===== src/rtl/sd_spi_responder.sv =====
// SD card responder for SPI mode 0: decodes command frames and answers R1/R3/R7.
// Serves CMD17 single-block reads from an external byte memory with token and CRC16.
module sd_spi_responder #(
  parameter int unsigned INIT_RETRIES = 2,
  parameter int unsigned NAC_BYTES    = 2,
  parameter logic [31:0] OCR          = 32'hC0FF8000
) (
  input  logic        clk,
  input  logic        rst,
  input  logic        sck,
  input  logic        mosi,
  input  logic        cs,
  output logic        miso,
  output logic [31:0] mem_addr,
  output logic        mem_rd,
  input  logic [7:0]  mem_data,
  output logic        cmd_valid,
  output logic [5:0]  last_cmd,
  output logic        idle_state
);

  typedef enum logic [2:0] {
    IDLE, CMD, NCR, RESP, RD_WAIT, RD_TOKEN, RD_DATA, RD_CRC
  } state_t;

  localparam logic [7:0] RETRY_INIT = 8'(INIT_RETRIES);
  localparam logic [7:0] NAC_INIT   = 8'(NAC_BYTES);

  state_t      state;
  logic [1:0]  sck_sync;
  logic [1:0]  mosi_sync;
  logic [1:0]  cs_sync;
  logic        sck_d;
  logic        cs_d;
  logic [2:0]  bit_cnt;
  logic [6:0]  rx_sh;
  logic [7:0]  tx_sh;
  logic [7:0]  rx_byte;
  logic        rise;
  logic        fall;
  logic        cs_rise;
  logic        byte_done;
  logic [5:0]  cmd_idx;
  logic [22:0] arg;
  logic [2:0]  cnt;
  logic        app;
  logic [7:0]  retry;
  logic [7:0]  nac;
  logic [39:0] resp_buf;
  logic [2:0]  resp_cnt;
  logic        rd_pend;
  logic [8:0]  byte_idx;
  logic [15:0] crc;

  logic [7:0]  dec_r1;
  logic [31:0] dec_tail;
  logic [2:0]  dec_len;
  logic        dec_rd;
  logic        dec_idle;
  logic [7:0]  dec_retry;

  function automatic logic [15:0] crc16_byte(
    input logic [15:0] c,
    input logic [7:0]  d
  );
    logic [15:0] r;
    r = c;
    for (int i = 7; i >= 0; i--) begin
      r = {r[14:0], 1'b0} ^ ((r[15] ^ d[i]) ? 16'h1021 : 16'h0000);
    end
    return r;
  endfunction

  assign rise      = sck_sync[1] & ~sck_d;
  assign fall      = ~sck_sync[1] & sck_d;
  assign cs_rise   = cs_sync[1] & ~cs_d;
  assign byte_done = rise & ~cs_sync[1] & (bit_cnt == 3'd7);
  assign rx_byte   = {rx_sh, mosi_sync[1]};

  always_ff @(posedge clk or posedge rst) begin
    if (rst) begin
      sck_sync  <= 2'b00;
      mosi_sync <= 2'b11;
      cs_sync   <= 2'b11;
      sck_d     <= 1'b0;
      cs_d      <= 1'b1;
    end else begin
      sck_sync  <= {sck_sync[0], sck};
      mosi_sync <= {mosi_sync[0], mosi};
      cs_sync   <= {cs_sync[0], cs};
      sck_d     <= sck_sync[1];
      cs_d      <= cs_sync[1];
    end
  end

  // Response and card-state update for the command just framed
  always_comb begin
    dec_r1    = {7'b0, idle_state} | 8'h04;
    dec_tail  = 32'h0;
    dec_len   = 3'd1;
    dec_rd    = 1'b0;
    dec_idle  = idle_state;
    dec_retry = retry;
    unique case (1'b1)
      cmd_idx == 6'd0: begin
        dec_r1    = 8'h01;
        dec_idle  = 1'b1;
        dec_retry = RETRY_INIT;
      end
      cmd_idx == 6'd8: begin
        dec_r1   = {7'b0, idle_state};
        dec_tail = {20'h0, arg[11:0]};
        dec_len  = 3'd5;
      end
      cmd_idx == 6'd16,
      cmd_idx == 6'd55: dec_r1 = {7'b0, idle_state};
      cmd_idx == 6'd41 && app: begin
        if (retry != 8'd0) begin
          dec_r1    = 8'h01;
          dec_retry = retry - 8'd1;
        end else begin
          dec_r1   = 8'h00;
          dec_idle = 1'b0;
        end
      end
      cmd_idx == 6'd58: begin
        dec_r1   = {7'b0, idle_state};
        dec_tail = OCR;
        dec_len  = 3'd5;
      end
      cmd_idx == 6'd17: begin
        dec_r1 = idle_state ? 8'h05 : 8'h00;
        dec_rd = ~idle_state;
      end
      default: ;
    endcase
  end

  always_ff @(posedge clk or posedge rst) begin
    if (rst) begin
      state      <= IDLE;
      bit_cnt    <= 3'd0;
      rx_sh      <= 7'h0;
      tx_sh      <= 8'hFF;
      miso       <= 1'b1;
      mem_rd     <= 1'b0;
      mem_addr   <= 32'h0;
      cmd_valid  <= 1'b0;
      last_cmd   <= 6'd0;
      idle_state <= 1'b1;
      app        <= 1'b0;
      retry      <= RETRY_INIT;
      nac        <= 8'd0;
      cmd_idx    <= 6'd0;
      arg        <= 23'h0;
      cnt        <= 3'd0;
      resp_buf   <= 40'h0;
      resp_cnt   <= 3'd0;
      rd_pend    <= 1'b0;
      byte_idx   <= 9'd0;
      crc        <= 16'h0;
    end else begin
      cmd_valid <= 1'b0;
      mem_rd    <= 1'b0;
      if (mem_rd) begin
        tx_sh <= mem_data;
        crc   <= crc16_byte(crc, mem_data);
      end
      if (cs_rise) begin
        state   <= IDLE;
        bit_cnt <= 3'd0;
        miso    <= 1'b1;
      end else if (cs_sync[1]) begin
        bit_cnt <= 3'd0;
        miso    <= 1'b1;
      end else begin
        if (rise) begin
          rx_sh   <= rx_byte[6:0];
          bit_cnt <= bit_cnt + 3'd1;
        end
        if (state == IDLE || state == CMD) begin
          miso <= 1'b1;
        end else if (fall) begin
          miso  <= tx_sh[7];
          tx_sh <= {tx_sh[6:0], 1'b1};
        end
        if (byte_done) begin
          unique case (state)
            IDLE: begin
              if (rx_byte[7:6] == 2'b01) begin
                cmd_idx <= rx_byte[5:0];
                cnt     <= 3'd0;
                state   <= CMD;
              end
            end
            CMD: begin
              if (cnt != 3'd4) begin
                arg <= {arg[14:0], rx_byte};
                cnt <= cnt + 3'd1;
              end else if (!rx_byte[0]) begin
                state <= IDLE;
              end else begin
                cmd_valid  <= 1'b1;
                last_cmd   <= cmd_idx;
                idle_state <= dec_idle;
                retry      <= dec_retry;
                app        <= (cmd_idx == 6'd55);
                resp_buf   <= {dec_r1, dec_tail};
                resp_cnt   <= dec_len;
                rd_pend    <= dec_rd;
                tx_sh      <= 8'hFF;
                state      <= NCR;
              end
            end
            NCR, RESP: begin
              if (resp_cnt != 3'd0) begin
                tx_sh    <= resp_buf[39:32];
                resp_buf <= {resp_buf[31:0], 8'h00};
                resp_cnt <= resp_cnt - 3'd1;
                state    <= RESP;
              end else if (rd_pend) begin
                crc <= 16'h0;
                if (NAC_BYTES == 0) begin
                  tx_sh <= 8'hFE;
                  state <= RD_TOKEN;
                end else begin
                  tx_sh <= 8'hFF;
                  nac   <= NAC_INIT - 8'd1;
                  state <= RD_WAIT;
                end
              end else begin
                state <= IDLE;
              end
            end
            RD_WAIT: begin
              if (nac == 8'd0) begin
                tx_sh <= 8'hFE;
                state <= RD_TOKEN;
              end else begin
                tx_sh <= 8'hFF;
                nac   <= nac - 8'd1;
              end
            end
            RD_TOKEN: begin
              byte_idx <= 9'd0;
              mem_rd   <= 1'b1;
              mem_addr <= {arg, 9'd0};
              state    <= RD_DATA;
            end
            RD_DATA: begin
              if (byte_idx == 9'd511) begin
                tx_sh <= crc[15:8];
                cnt   <= 3'd0;
                state <= RD_CRC;
              end else begin
                byte_idx <= byte_idx + 9'd1;
                mem_rd   <= 1'b1;
                mem_addr <= {arg, byte_idx + 9'd1};
              end
            end
            RD_CRC: begin
              if (cnt == 3'd0) begin
                tx_sh <= crc[7:0];
                cnt   <= 3'd1;
              end else begin
                state <= IDLE;
              end
            end
            default: state <= IDLE;
          endcase
        end
      end
    end
  end

endmodule


===== config.mk =====
export PLATFORM = sky130hd
export DESIGN_NAME = sd_spi_responder
export DESIGN_NICKNAME = d
export VERILOG_FILES = /design/src/rtl/sd_spi_responder.sv
export SDC_FILE = /design/constraint.sdc
export NUM_CORES = 1
export LEC_CHECK = 0
export BUFFER_PORTS_ARGS = -buffer_cell sky130_fd_sc_hd__buf_2
export CORE_MARGIN = 1.5
export CORE_UTILIZATION = 45
export DETAILED_ROUTE_END_ITERATION = 7
export GPL_TIMING_DRIVEN = 1
export PLACE_DENSITY = 0.66
export REMOVE_ABC_BUFFERS = 1
export SYNTH_ARGS = -nofsm -noshare
export SYNTH_HDL_FRONTEND = slang
export SYNTH_SLANG_ARGS = --single-unit

===== constraint.sdc =====
create_clock -name clk -period 16.58 [get_ports clk]
set_input_delay 2.487 -clock clk [delete_from_list [all_inputs] [get_ports clk]]
set_output_delay 2.487 -clock clk [all_outputs]
set_load 0.05 [all_outputs]

==> results by group <==
Timing
  – Final Setup Violations: 0
  – Slew Viols, Final: 0
  – Fin crit share: approximately a quarter
  – Tmin final: 3.92 ns
  – Max frequency: 255 MHz
  – RSZ-0062 raised after global routing: false
  – Final WS setup: 12.66 ns
  – Total Neg Setup Slack: 0 ns
  – Final Hold Viols: 0
  – Rel. slew slack: 24.6%
  – Final worst clock skew: 0.0120 ns
  – Slew at the pin closest to its max-slew limit: 1.13 ns

Detailed routing
  – Routed Antenna Nets: 0
  – DR vias/cell: 5.52
  – Final wirelength: around 18 mm
  – 1st-pass router iterations: 5
  – DR vias: 5999
  – DRT iter0 DRCs: 483
  – Avg WL per Cell: about 16 um
  – Drt drc: 0

Cells and area
  – Nets@finish: approximately 860
  – Fillers: between 1500 and 2000
  – N_diodes: 0
  – Share of cells above drive strength 1: around 22%
  – Most common cell after layout, fill and taps aside: dfrtp_1
  – Most frequent cells in the layout: dfrtp_1 (164), nand2_1 (117), mux2_2 (64), o21ai_0 (54), buf_2 (54)
  – Final Util: 51.3%
  – P&R area growth vs syn: 12.1%

Synth
  – Post-synth top area cell: dfrtp_1
  – Asr flop ratio synth: 100%
  – Synth Instances: 804
  – Synth Warn #: 0
  – Avg Cell Area, Syn: 10.6 sq um
  – Number of synthesized flops with an enable pin: 0
  – Seq cells post-synth: 180
  – Sequential area share after synthesis: 52.9%
  – Yosys top cell area share: 48.0%
  – Cell variety after synth: 67
  – Top cells by area, synth: dfrtp_1 (48%), mux2_2 (8.4%), nand2_1 (5.1%)
  – Ys flop type: dfrtp_1
  – Mapped Area: 0.00856 sq mm

GRT
  – Tot GR Track Use: 19.1%
  – Initial antenna violation count: 0
  – Vias in the first global route: 5908
  – Total grt overflow: 0
  – Global-route wire length before repair: 30.4 mm
  – Largest net degree at the start of global routing: 123

Floorplan
  – Die height: 141 um
  – Die ar.: around 0.02 sq mm
  – Core region area: about 0.019 sq mm
  – # rows: 50
  – Starting Density: approximately 46%
  – Die width: 141 um
  – I/O pins: 55

Setup path
  – Largest stage delay on the critical path: between 0.3 and 0.4 ns
  – Flop-to-flop setup slack: 13.52 ns
  – CP max FO: 31
  – CP required: 14.09 ns
  – Startpoint types: flop
  – Crit path cell chain: buf_4 -> buf_2
  – Slowest cell on the critical path: buf_4
  – Crit. End Element: output pin
  – Crit path kind: flop to output pin
  – Crit path DAT: between 1 and 1.5 ns

Clocking
  – Reg clk slew, reported paths: roughly 0.070 ns
  – Clock Tree Root: clkbuf_16
  – Clk buf depth: 2
  – CTS Hold Bufs: 0
  – H-tree depth: 4
  – Resize count post-CTS: 0
  – CTS Sinks: 180
  – CTS buffer count: 17
  – Worst-Skew Late Latency: approximately 0.44 ns
  – TritonCTS clock tree: built
  – Post-CTS Setup Repair Bufs: 0

Place
  – Dpl hpwl: 11.7 mm
  – Routability cong.: roughly 0.82
  – PortBufs: 54
  – Pre-CTS setup slack: 12.32 ns

Pwr
  – Peak VDD IR: 0.0000598 V
  – Power per cell area: around 94 mW/mm^2
  – Static Leak: 4.47 nW

Outcome
  – Status: completed

Min path
  – Worst Hold Class: flop to flop

Flow run
  – MaxCap Viol Count: 0
## stage by stage
stage               std cells  instance area, sq um  power [mW]  hold slack, ns
finish                   1086                  9590       0.902           0.356
global placement         1054                  8970       0.496           0.346
detailed placement       1054                  8970       0.497           0.349
floorplan                 759                  8340       0.485           0.331
global route             1086                  9590       0.936           0.358
CTS                      1086                  9590       0.914           0.359
## critical path: cells and delay by family (launching register included)
kind | cells | cell delay (ns)
flip-flops | 1 | 0.32
buffers and inverters | 2 | 0.68
## final cells by class
class	count	area [sq um]	area share (%)
multi-input combinational	565	3780	39.4
timing repair buffer	61	323	3.37
sequential	180	4520	47.2
inverter	14	57.6	0.600
tap	234	293	3.05
clock inverter	14	188	1.96
clock buffer	18	429	4.47
## Yosys cell counts, drive strengths merged (7+ instances only)
cell type and number:
a211o 7, a211oi 8, a21oi 35, buf 26, clkbuf 19, dfrtp 164, dfstp 16, ha 12
inv 14, mux2 64, mux2i 16, nand2 117, nand2b 7, nand3 34, nand3b 11, nor2 43
nor2b 17, nor3 11, o21ai 54, o31ai 7, xnor2 21, xor2 12
## cells by family after synthesis
kind of cell | count (synthesis) | synth area share, %
AO/OA/AOI/OAI | 161 | 12.4
XOR/XNOR | 33 | 3.38
adder cells (fa/ha/maj) | 12 | 1.75
buffers and inverters | 59 | 3.11
flip-flops | 180 | 52.9
multiplexers | 80 | 10.3
AND/OR/NAND/NOR | 279 | 16.2
## flip-flops by register name, summed over array words and instances (netlist names), 3 cells and up
| signal | flops |
|---|---|
| state | 3 |
| retry | 8 |
| nac | 8 |
| rx_sh | 7 |
| arg | 23 |
| resp_cnt | 3 |
| cnt | 3 |
| resp_buf | 40 |
| tx_sh | 8 |
| last_cmd | 6 |
| cmd_idx | 6 |
| crc | 16 |
| bit_cnt | 3 |
| mem_addr | 32 |
## metal layers
metal / GRT usage [%] / wire length, um
met1: 26.4 / 8540
met2: 30.5 / 8420
met3: 3.63 / 588
met4: 6.14 / 249
met5: 0 / 0
## final timing paths
path	endpoint	cells past startpoint	startpoint
max	mem_rd	2	mem_rd$_DFF_PP0_
min	cs_sync[1]$_DFF_PP1_	0	cs_sync[0]$_DFF_PP1_
max reg2reg	crc[0]$_DFF_PP0_	4	state[1]$_DFFE_PP0P_
min reg2reg	cs_sync[1]$_DFF_PP1_	0	cs_sync[0]$_DFF_PP1_
max in group asynchronous	resp_buf[27]$_DFFE_PP0P_	3	rst
min in group asynchronous	mem_addr[4]$_DFFE_PP0P_	2	rst
## where the power goes
part | total [mW] | internal [mW] | switching (mW)
logic | 0.0311 | 0.0128 | 0.0183
registers | 0.457 | 0.448 | 0.00900
clock network | 0.415 | 0.219 | 0.196
(Power assumes the default switching activity.)
